File: config.mk
export PLATFORM = sky130hd
export DESIGN_NAME = uart_tx_sink
export DESIGN_NICKNAME = d
export VERILOG_FILES = /design/src/rtl/uart_tx_sink_pkg.sv /design/src/rtl/uart_tx_sink_sync_fifo.sv /design/src/rtl/uart_tx_sink.sv
export SDC_FILE = /design/constraint.sdc
export NUM_CORES = 1
export LEC_CHECK = 0
export ABC_CLOCK_PERIOD_IN_PS = 4550
export CORE_MARGIN = 5
export CORE_UTILIZATION = 59
export DETAILED_ROUTE_END_ITERATION = 12
export HOLD_SLACK_MARGIN = 0.02
export MAX_ROUTING_LAYER = met4
export PLACE_DENSITY = 0.79
export SYNTH_ARGS = -nofsm -noshare
export SYNTH_HDL_FRONTEND = slang
export SYNTH_SLANG_ARGS = --single-unit
File: constraint.sdc
create_clock -name clk -period 4.55 [get_ports clk]
set_input_delay 0.91 -clock clk [delete_from_list [all_inputs] [get_ports clk]]
set_output_delay 0.91 -clock clk [all_outputs]
set_load 0.01 [all_outputs]
File: src/rtl/uart_tx_sink_pkg.sv
// Shared definitions for the console UART transmitter: frame geometry and FSM states.
package uart_tx_sink_pkg;

    localparam int UART_DATA_BITS  = 8;
    localparam int UART_FRAME_BITS = UART_DATA_BITS + 2;

    typedef enum logic [1:0] {
        ST_IDLE  = 2'd0,
        ST_START = 2'd1,
        ST_DATA  = 2'd2,
        ST_STOP  = 2'd3
    } tx_state_e;

endpackage

File: src/rtl/uart_tx_sink_sync_fifo.sv
// Plain synchronous FIFO with occupancy count; the caller decides what to do when full.
module sync_fifo #(
    parameter int WIDTH = 8,
    parameter int DEPTH = 16,
    parameter int LVL_W = $clog2(DEPTH) + 1
) (
    input  logic             clk,
    input  logic             reset,
    input  logic             push,
    input  logic             pop,
    input  logic [WIDTH-1:0] din,
    output logic [WIDTH-1:0] dout,
    output logic             full,
    output logic             empty,
    output logic [LVL_W-1:0] level
);

    localparam int ADDR_W = $clog2(DEPTH);

    logic [WIDTH-1:0]  mem [DEPTH];
    logic [ADDR_W-1:0] wr_ptr;
    logic [ADDR_W-1:0] rd_ptr;

    // NOTE: storage is deliberately not reset; the pointers and level decide what is valid,
    // and a reset-free array maps onto RAM instead of a wall of flops.
    always_ff @(posedge clk) begin
        if (push) mem[wr_ptr] <= din;
    end

    // NOTE: sequential state uses non-blocking assignments so every flop samples pre-edge values.
    always_ff @(posedge clk) begin
        if (reset) begin
            wr_ptr <= '0;
            rd_ptr <= '0;
            level  <= '0;
        end else begin
            if (push) wr_ptr <= wr_ptr + ADDR_W'(1);
            if (pop)  rd_ptr <= rd_ptr + ADDR_W'(1);
            case ({push, pop})
                2'b10:   level <= level + LVL_W'(1);
                2'b01:   level <= level - LVL_W'(1);
                default: level <= level;
            endcase
        end
    end

    assign dout  = mem[rd_ptr];
    assign full  = (level == LVL_W'(DEPTH));
    assign empty = (level == '0);

endmodule

File: src/rtl/uart_tx_sink.sv
// Console sink: queues bytes written by the CPU and serialises them as 8N1 UART on tx.
module uart_tx_sink
    import uart_tx_sink_pkg::*;
#(
    parameter int CLK_DIV    = 434,
    parameter int FIFO_DEPTH = 16,
    parameter int LVL_W      = $clog2(FIFO_DEPTH) + 1
) (
    input  logic             clk,
    input  logic             reset,
    input  logic [31:0]      in_byte,
    input  logic             in_byte_en,
    output logic             tx,
    output logic             busy,
    output logic             full,
    output logic             overflow,
    output logic [LVL_W-1:0] level
);

    localparam int                CNT_W    = $clog2(CLK_DIV);
    localparam logic [CNT_W-1:0]  CNT_LAST = CNT_W'(CLK_DIV - 1);
    localparam logic [2:0]        BIT_LAST = 3'(UART_DATA_BITS - 1);

    tx_state_e                 state_q, state_d;
    logic [CNT_W-1:0]          cnt_q, cnt_d;
    logic [2:0]                idx_q, idx_d;
    logic [UART_DATA_BITS-1:0] shift_q, shift_d;
    logic                      tx_d;
    logic                      push, pop, bit_end;
    logic                      fifo_empty;
    logic [UART_DATA_BITS-1:0] fifo_dout;
    logic                      unused_upper;

    assign unused_upper = ^in_byte[31:8];

    // Full is the pre-edge value, so a same-edge pop never rescues a write to a full FIFO.
    assign push = in_byte_en && !full;

    sync_fifo #(
        .WIDTH (UART_DATA_BITS),
        .DEPTH (FIFO_DEPTH),
        .LVL_W (LVL_W)
    ) u_fifo (
        .clk   (clk),
        .reset (reset),
        .push  (push),
        .pop   (pop),
        .din   (in_byte[UART_DATA_BITS-1:0]),
        .dout  (fifo_dout),
        .full  (full),
        .empty (fifo_empty),
        .level (level)
    );

    assign bit_end = (cnt_q == CNT_LAST);

    // NOTE: every always_comb output gets a default first, so no path can infer a latch.
    always_comb begin
        state_d = state_q;
        cnt_d   = cnt_q;
        idx_d   = idx_q;
        shift_d = shift_q;
        pop     = 1'b0;

        if (state_q != ST_IDLE) cnt_d = bit_end ? '0 : cnt_q + CNT_W'(1);

        case (state_q)
            ST_IDLE: begin
                if (!fifo_empty) begin
                    pop     = 1'b1;
                    shift_d = fifo_dout;
                    state_d = ST_START;
                    cnt_d   = '0;
                end
            end
            ST_START: begin
                if (bit_end) begin
                    state_d = ST_DATA;
                    idx_d   = '0;
                end
            end
            ST_DATA: begin
                if (bit_end) begin
                    shift_d = shift_q >> 1;
                    if (idx_q == BIT_LAST) state_d = ST_STOP;
                    else                   idx_d   = idx_q + 3'd1;
                end
            end
            ST_STOP: begin
                // Chain straight into the next start bit when more data is waiting.
                if (bit_end) begin
                    if (!fifo_empty) begin
                        pop     = 1'b1;
                        shift_d = fifo_dout;
                        state_d = ST_START;
                    end else begin
                        state_d = ST_IDLE;
                    end
                end
            end
            default: state_d = ST_IDLE;
        endcase

        case (state_d)
            ST_START: tx_d = 1'b0;
            ST_DATA:  tx_d = shift_d[0];
            default:  tx_d = 1'b1;
        endcase
    end

    always_ff @(posedge clk) begin
        if (reset) begin
            state_q  <= ST_IDLE;
            cnt_q    <= '0;
            idx_q    <= '0;
            shift_q  <= '0;
            tx       <= 1'b1;
            overflow <= 1'b0;
        end else begin
            state_q  <= state_d;
            cnt_q    <= cnt_d;
            idx_q    <= idx_d;
            shift_q  <= shift_d;
            tx       <= tx_d;
            if (in_byte_en && full) overflow <= 1'b1;
        end
    end

    assign busy = (state_q != ST_IDLE) || (level != '0);

endmodule

==> results.sh <==
export IMPL_outcome="complete, no violations"
export IMPL_crit_path_start_kind="register"
export IMPL_routed_wl_um=14200
export IMPL_rsz0062_at_grt="false"
export IMPL_synth_top_cell_by_area="edfxtp_1"
export IMPL_power_density_mw_per_mm2=509
export IMPL_ir_worst_vdd_mv=0.306
export IMPL_tritoncts="yes"
export IMPL_grt_pass1_vias=4320
export IMPL_ios=44
export IMPL_netlist_area_mm2=0.00737
export IMPL_maxCapViolations=0
export IMPL_synth_edff_count=128
export IMPL_routabilityCongestion=0.862
export IMPL_yosysUniqueCellTypes=70
export IMPL_grt_overflow=0
export IMPL_area_delta_synth_final_pct=11.9
export IMPL_ys_ff_latch=169
export IMPL_cellLeakagePower_nw=2.68
export IMPL_worst_endpoint_required_ps=4860
export IMPL_antenna_found_initial=0
export IMPL_htreeDepth=4
export IMPL_post_cts_resized=0
export IMPL_synth_top_area_share_pct=52.1
export IMPL_grt_pass1_wl_um=23000
export IMPL_fin_area_mm2=0.00825
export IMPL_finalSetupViolCount=0
export IMPL_total_power_mw=4.20
export IMPL_clock_latency_ps=430
export IMPL_num_vias=4304
export IMPL_n_antenna_cell=0
export IMPL_numClockSinks=169
export IMPL_initial_utilization_pct=60.9
export IMPL_arrival_ps=3950
export IMPL_placedCellCount=675
export IMPL_hold_class="register to register"
export IMPL_place_area_mm2=0.00772
export IMPL_fin_nets=578
export IMPL_place_hpwl_um=9130
export IMPL_layout_min_cycle_time_ps=3640
export IMPL_post_route_period_util_pct=80.1
export IMPL_grt_max_degree=41
export IMPL_die_y_um=122
export IMPL_ant_nets=0
export IMPL_synth_most_common_cell="edfxtp_1"
export IMPL_cts_max_path_buffers=2
export IMPL_max_slew_margin_rel_pct=33.4
export IMPL_fmax_mhz=274
export IMPL_syn_nets=556
export IMPL_tightest_slew_ps=999
export IMPL_seq_area_frac_synth_pct=63.3
export IMPL_async_flop_share_pct=0
export IMPL_coreArea_mm2=0.0121
export IMPL_fin_skew_ps=16.3
export IMPL_layout_drive_gt1_share_pct=16.1
export IMPL_numCtsBuffers=17
export IMPL_yosysWarnings=0
export IMPL_finalMaxSlewViolations=0
export IMPL_clock_root_buffer="clkbuf_16"
export IMPL_syn_inst=504
export IMPL_core_rowCount=40
export IMPL_drc=0
export IMPL_dr_pass1_iters=5
export IMPL_synth_area_leaders="edfxtp_1 52%, dfxtp_1 11%, mux4_2 7.9%"
export IMPL_cts_hold_buf=0
export IMPL_clkTransAtPathRegs_ps=60
export IMPL_post_cts_buffers=0
export IMPL_port_buffers=19
export IMPL_holdWs_ps=475
export IMPL_crit_path_max_fanout=10
export IMPL_ys_flop_type="edfxtp_1"
export IMPL_finalSetupTns_ps=0
export IMPL_viasPerCell=6.09
export IMPL_die_area_mm2=0.0148
export IMPL_routedWlPerCell_um=20.1
export IMPL_drt_initial_drc_count=436
export IMPL_track_usage_pct=21.4
export IMPL_end_kind="register"
export IMPL_worstSetupPathType="register to register"
export IMPL_final_cells=707
export IMPL_syn_area_per_cell_um2=14.6
export IMPL_die_w_um=122
export IMPL_synthTopCellsByCount="128 x edfxtp_1, 53 x nor2_1, 41 x dfxtp_1, 26 x mux4_2, 25 x mux2i_1"
export IMPL_hold_viol=0
[cell usage in the layout (no fill, tap or decap), types with 8 or more instances in the layout]
cell type / instances
o31ai_1: 8
clkbuf_16: 17
nor3b_1: 8
inv_1: 10
nand3_1: 14
mux4_2: 26
o21ai_0: 11
edfxtp_1: 128
nor3_1: 9
ha_1: 17
nor2_1: 53
mux2i_1: 25
buf_4: 9
dfxtp_1: 40
a21oi_1: 15
clkdlybuf4s50_1: 19
nand2_1: 17
[kinds of logic after synthesis]
kind of cell,after synthesis,share of synthesized area [%]
multiplexers,55,12.1
AND/OR/NAND/NOR,141,10.4
flip-flops,169,63.3
adder cells (fa/ha/maj),17,2.89
XOR/XNOR,9,1.07
AO/OA/AOI/OAI,78,8.20
buffers and inverters,35,2.10
[report_power, final]
| part | switching (mW) | internal [mW] |
|---|---|---|
| logic | 0.519 | 0.481 |
| clock network | 0.589 | 0.701 |
| registers | 0.151 | 1.76 |
[flip-flops by register name (all words and copies together) (netlist names), named ones only]
register,flops
idx_q,3
overflow,1
state_q,2
tx,1
u_fifo.mem,128
shift_q,8
u_fifo.level,5
cnt_q,9
u_fifo.rd_ptr,4
u_fifo.wr_ptr,4
[metrics by stage]
stage	setup WS, ps	utilization [%]
global route	629	68.1
global placement	762	63.8
detailed placement	733	63.8
floorplan	1390	-
CTS	923	68.1
finish	906	68.1
[final timing paths]
check / start / to / slack (ps) / cells past startpoint
worst max register to register: cnt_q[0] / u_fifo.level[4] / 910 / 12
worst min-delay path: overflow / overflow / 480 / 2
worst max-delay path: cnt_q[0] / u_fifo.level[4] / 910 / 12
worst min register to register: overflow / overflow / 480 / 2
[final cells by class]
cell class	instances	area (um2)
Sequential cell	169	4670
Fill cell	833	3860
Multi-Input combinational cell	300	2550
Clock buffer	19	433
Timing Repair Buffer	28	258
Tap cell	168	210
Clock inverter	13	93.8
Inverter	10	37.5
[layer usage]
| layer | GRT usage, % | part of all wire, % |
|---|---|---|
| met1 | 27.4 | 43 |
| met2 | 33.9 | 50 |
| met3 | 4.55 | 5.1 |
| met4 | 8.47 | 2.4 |
| met5 | - | 0 |
[worst max-delay path, stage by stage (launching register included)]
cell	delay [ps]
dfxtp_1	390
ha_1	190
nor4b_4	400
a31oi_4	270
nor3_4	420
ha_1	400
xor2_1	190
ha_1	310
nand2b_1	110
a22o_1	180
a22oi_1	200
o221ai_2	140
mux2_4	310
(Power assumes the default switching activity.)
==> RTL edit 1, RTL diff (config.mk and constraints unchanged) <==
Make the reset (`reset`) asynchronous in 2 clocked blocks.
--- a/src/rtl/uart_tx_sink_sync_fifo.sv
+++ b/src/rtl/uart_tx_sink_sync_fifo.sv
@@ -28,7 +28,7 @@
     end
 
     // NOTE: sequential state uses non-blocking assignments so every flop samples pre-edge values.
-    always_ff @(posedge clk) begin
+    always_ff @(posedge clk or posedge reset) begin
         if (reset) begin
             wr_ptr <= '0;
             rd_ptr <= '0;
--- a/src/rtl/uart_tx_sink.sv
+++ b/src/rtl/uart_tx_sink.sv
@@ -108,7 +108,7 @@
         endcase
     end
 
-    always_ff @(posedge clk) begin
+    always_ff @(posedge clk or posedge reset) begin
         if (reset) begin
             state_q  <= ST_IDLE;
             cnt_q    <= '0;
Behaviour: differs if reset is asserted again (counterexample within 4 cycles, from zero or initial values and one cycle with reset high); with reset held inactive, the same outputs for 10 cycles.
==> RTL edit 1 against the unedited design <==
Synthesized area is 4.3% lower; sequential cell count down 4; cell area shrank 3.4%; wire length is 0.94% lower; utilization down 0.89 points; setup slack better by 220 ps; power rose by 16%; largest cell class unchanged.
==> RTL edit 1: results (changes against the unedited design) <==
Status
  • Status: finished, final reports clean

CTS
  • Root buffer cell: clkbuf_16
  • Setup bufs post-CTS: 0 (unchanged)
  • # hold bufs at CTS: 0 (unchanged)
  • Worst-path clk slew: 60 ps (about the same)
  • Skew-Pair Late Insertion Delay: 430 ps (about the same)
  • H-tree levels: 4 (unchanged)
  • Post-CTS sizing: 0 (unchanged)

Route
  • Vias per inst: 6.26 (+2.8%)
  • WL/cell: 22.9 um (+14%)
  • First DRT Iteration DRCs: 409 (-6.2%)
  • Met1 Routed Length: 5.35 mm (-12%)
  • Met2 wire length: 7.73 mm (+9.7%)
  • TritonRoute pass-1 iters: 5 (unchanged)
  • Final wirelength: 14.1 mm (-0.94%)
  • DR WL met3: 721 um (-0.83%)

Global routing
  • M1 GR Usage: 0.254 (-0.0198)
  • Met3 GRT Util: 0.0622 (+0.0167)
  • GRT Overall Usage: 0.217 (+0.00250)
  • Most crowded layer after global routing: met2
  • Vias in the first global route: 3879 (-10%)
  • Initial antenna violation count: 0 (unchanged)
  • Largest net degree at the start of global routing: 38 (-7.3%)
  • Met2 Use GR: 0.357 (+0.0184)
  • First-pass GRT wire length: 22.0 mm (-4.3%)

Timing
  • Min Hold Slack: 465 ps (-10.4 ps)
  • Worst-margin pin slew: 1110 ps (+108 ps)
  • Final Skew: 17.4 ps (+1.13 ps)
  • Period utilization: 0.754 (-0.0473)

Logic synthesis
  • Netlist cell types: 53 (-24%)
  • Sequential fraction of the synthesis area: 0.676 (+0.0433)
  • Mapped Nets: 481 (-13%)
  • Synth top cells by count: edfxtp_1 (128), dfrtp_1 (36), mux4_2 (33)
  • Syn Inst Count: 427 (-15%)
  • Top cells by area, synth: edfxtp_1 (54%), dfrtp_1 (13%), mux4_2 (11%), ha_1 (3.2%), nand2_1 (1.6%)
  • Async S/R FF share, synth: 0.224 (+0.224)

Cells and area
  • Top flop regs: u_fifo.mem x128, cnt_q x9, shift_q x8
  • NumNets Final: 508 (-12%)
  • Ant diodes: 0 (unchanged)
  • Layout cells sized above 1: 0.186 (+0.0249)

Place
  • Placed instance area: 0.00741 mm^2 (-4.1%)
  • DP Cell Count: 582 (-14%)
  • Detail Placement HPWL: 8.89 mm (-2.6%)
  • Placer Congestion: 0.890 (+3.3%)
  • IO Port Bufs: 19 (unchanged)
  • Pre-CTS WS: 1130 ps (+397 ps)

Setup path
  • R2R Setup Slk: 1390 ps (+480 ps)
  • Critical path data arrival time: 2520 ps (-1430 ps)
  • Critical Path Max Stage Delay: 500 ps (+80 ps)
  • Worst-path maximum fanout: 8 (-2)
  • Slowest cell on crit path: clkdlybuf4s50_1
  • CP top delay family: buffers and inverters

Power and ir drop
  • Max VDD drop: 345 uV (+13%)
  • Logic pwr share: 0.274 (+0.036)
  • Clock-net power: 1.38 mW (+7%)
  • P_int: 3.38 mW (+15%)
  • P per Cell Area: 612 mW/mm^2 (+20%)
  • Leakage: 2.86 nW (+6.7%)
==> RTL edit 1: cell families (layout without fill, tap and decap cells) <==
logic type,Yosys count,after routing,share of synthesized area
muxes,49,49,0.130
AOI/OAI and AO/OA,59,59,0.0564
adders and majority gates,19,19,0.0348
buffers and inverters,31,71,0.0183
DFF,165,165,0.676
xor gates and xnor gates,12,12,0.0149
and+or+nand+nor,92,92,0.0695
==> RTL edit 1: final timing paths <==
path	startpoint	endpoint	depth (start not counted)
hold reg to reg	overflow	overflow	1
max in group asynchronous	reset	u_fifo.rd_ptr[0]	3
hold / removal	overflow	overflow	1
min in group asynchronous	reset	shift_q[3]	3
setup / recovery	state_q[1]	busy	6
setup reg to reg	cnt_q[1]	u_fifo.level[4]	12
==> RTL edit 1: final cells by class <==
cell class	count	area (um^2)
clock inverters	9	108
inverters	12	45.0
clock buffers	23	458
multi-input cells	231	2160
well taps	147	184
repair buffers	27	250
fillers	780	3890
flip-flops and latches	165	4770
==> RTL edit 2, RTL diff (same flow settings) <==
Without the edit above. Change the package constant `UART_DATA_BITS` from 8 to 6.
--- a/src/rtl/uart_tx_sink_pkg.sv
+++ b/src/rtl/uart_tx_sink_pkg.sv
@@ -1,7 +1,7 @@
 // Shared definitions for the console UART transmitter: frame geometry and FSM states.
 package uart_tx_sink_pkg;
 
-    localparam int UART_DATA_BITS  = 8;
+    localparam int UART_DATA_BITS  = 6;
     localparam int UART_FRAME_BITS = UART_DATA_BITS + 2;
 
     typedef enum logic [1:0] {
Function: same outputs for any inputs over 10 cycles, from zero or initial values and one cycle with reset high; that may be too few to reach the edited logic, so the function may still have changed.
==> RTL edit 2 against the unedited design <==
Power fell by 14%; cell area decreased by 19%; synthesized cell count fell by 17%; synthesized area fell by 20%; sequential cell count fell by 34; setup slack better by 260 ps; sequential share of layout area decreased by 1.6 points; wire length shrank 20%.
==> RTL edit 2: results (changes against the unedited design) <==
Timing
  • Fmax: 295 MHz (+7.6%)
  • Final Skew: 8.35 ps (-7.91 ps)

Cells and area
  • Top flop regs: u_fifo.mem x96, cnt_q x9, shift_q x6
  • Layout cells sized above 1: 0.0940 (-0.0675)
  • NumNets Final: 489 (-15%)

Route
  • WL/cell: 19.5 um (-2.7%)

Place
  • Detail Placement HPWL: 6.96 mm (-24%)
  • IO Port Bufs: 17 (-2)

CTS
  • Skew-Pair Late Insertion Delay: 520 ps (+90 ps)

Status
  • Status: finished, final reports clean

Logic synthesis
  • Mux share of post-synthesis cell area: 0.128 (+0.00655)
  • Top cells by area, synth: edfxtp_1 (49%), dfxtp_1 (13%), mux4_1 (9.3%), ha_1 (3.8%), nor2_1 (3.2%)
  • EDFF count, synth: 96 (-25%)
  • Fraction of the mapped netlist area in compound gates: 0.0675 (-0.0145)
  • Netlist cell types: 50 (-29%)
  • Adder-Cell Fraction of Synth Area: 0.0381 (+0.00923)

Setup path
  • Slowest cell on crit path: nor3_2
  • Worst-path maximum fanout: 9 (-1)
  • R2R Setup Slk: 1160 ps (+260 ps)
  • Critical path data arrival time: 3790 ps (-160 ps)

Global routing
  • Largest net degree at the start of global routing: 36 (-12%)
  • First-pass GRT wire length: 18.3 mm (-20%)
  • Vias in the first global route: 3455 (-20%)

Power and ir drop
  • Leakage: 2.26 nW (-16%)
  • Comb pwr: 0.900 mW (-10%)
-- RTL edit 2: cell types whose count changed after synthesis, sizes merged, moves of 3 or more --
cell,change
a22oi,-5
edfxtp,-32
o31ai,-8
nand3,-5
a21oi,+4
o221ai,-7
a211oi,+9
buf,-6
and3,-3
nor3b,-5
mux2i,-16
nor2,-5
xor2,+3
nand2,+5
-- RTL edit 2: area by class of cell --
type	instances	area (um^2)
sequential	135	3660
fill	689	3110
multi-input combinational	253	2090
clock buffer	17	414
timing repair buffer	19	185
tap	133	166
clock inverter	13	109
inverter	10	37.5
-- RTL edit 2: layer usage --
metal / part of all wire / GRT usage / vias to the layer above
met5: 0 / - / -
met4: 0.016 / 0.0862 / 0
met3: 0.047 / 0.0507 / 16
met2: 0.51 / 0.336 / 93
met1: 0.42 / 0.273 / 1768
li1: - / - / 1630
-- RTL edit 2: per-stage QoR --
step	cell area [um^2]	total power [mW]	hold slack, ps	std cells
detailed placement	6140	2.42	465	550
global route	6660	3.82	502	580
floorplan	5910	2.18	426	417
finish	6660	3.63	471	580
global placement	6140	2.39	439	550
CTS	6660	3.64	479	580
-- RTL edit 2: worst paths after layout --
| path | endpoint | cells past startpoint | startpoint |
|---|---|---|---|
| setup / recovery | u_fifo.level[4] | 13 | cnt_q[0] |
| hold / removal | overflow | 2 | overflow |
| setup reg to reg | u_fifo.level[4] | 13 | cnt_q[0] |
| hold reg to reg | overflow | 2 | overflow |
-- RTL edit 2: critical path: cells and delay by family (launching register included) --
family                   cells  cell delay (ps)
AO/OA/AOI/OAI                5              680
XOR/XNOR                     1              180
adder cells (fa/ha/maj)      3              770
flip-flops                   1              390
multiplexers                 1              350
AND/OR/NAND/NOR              3              910
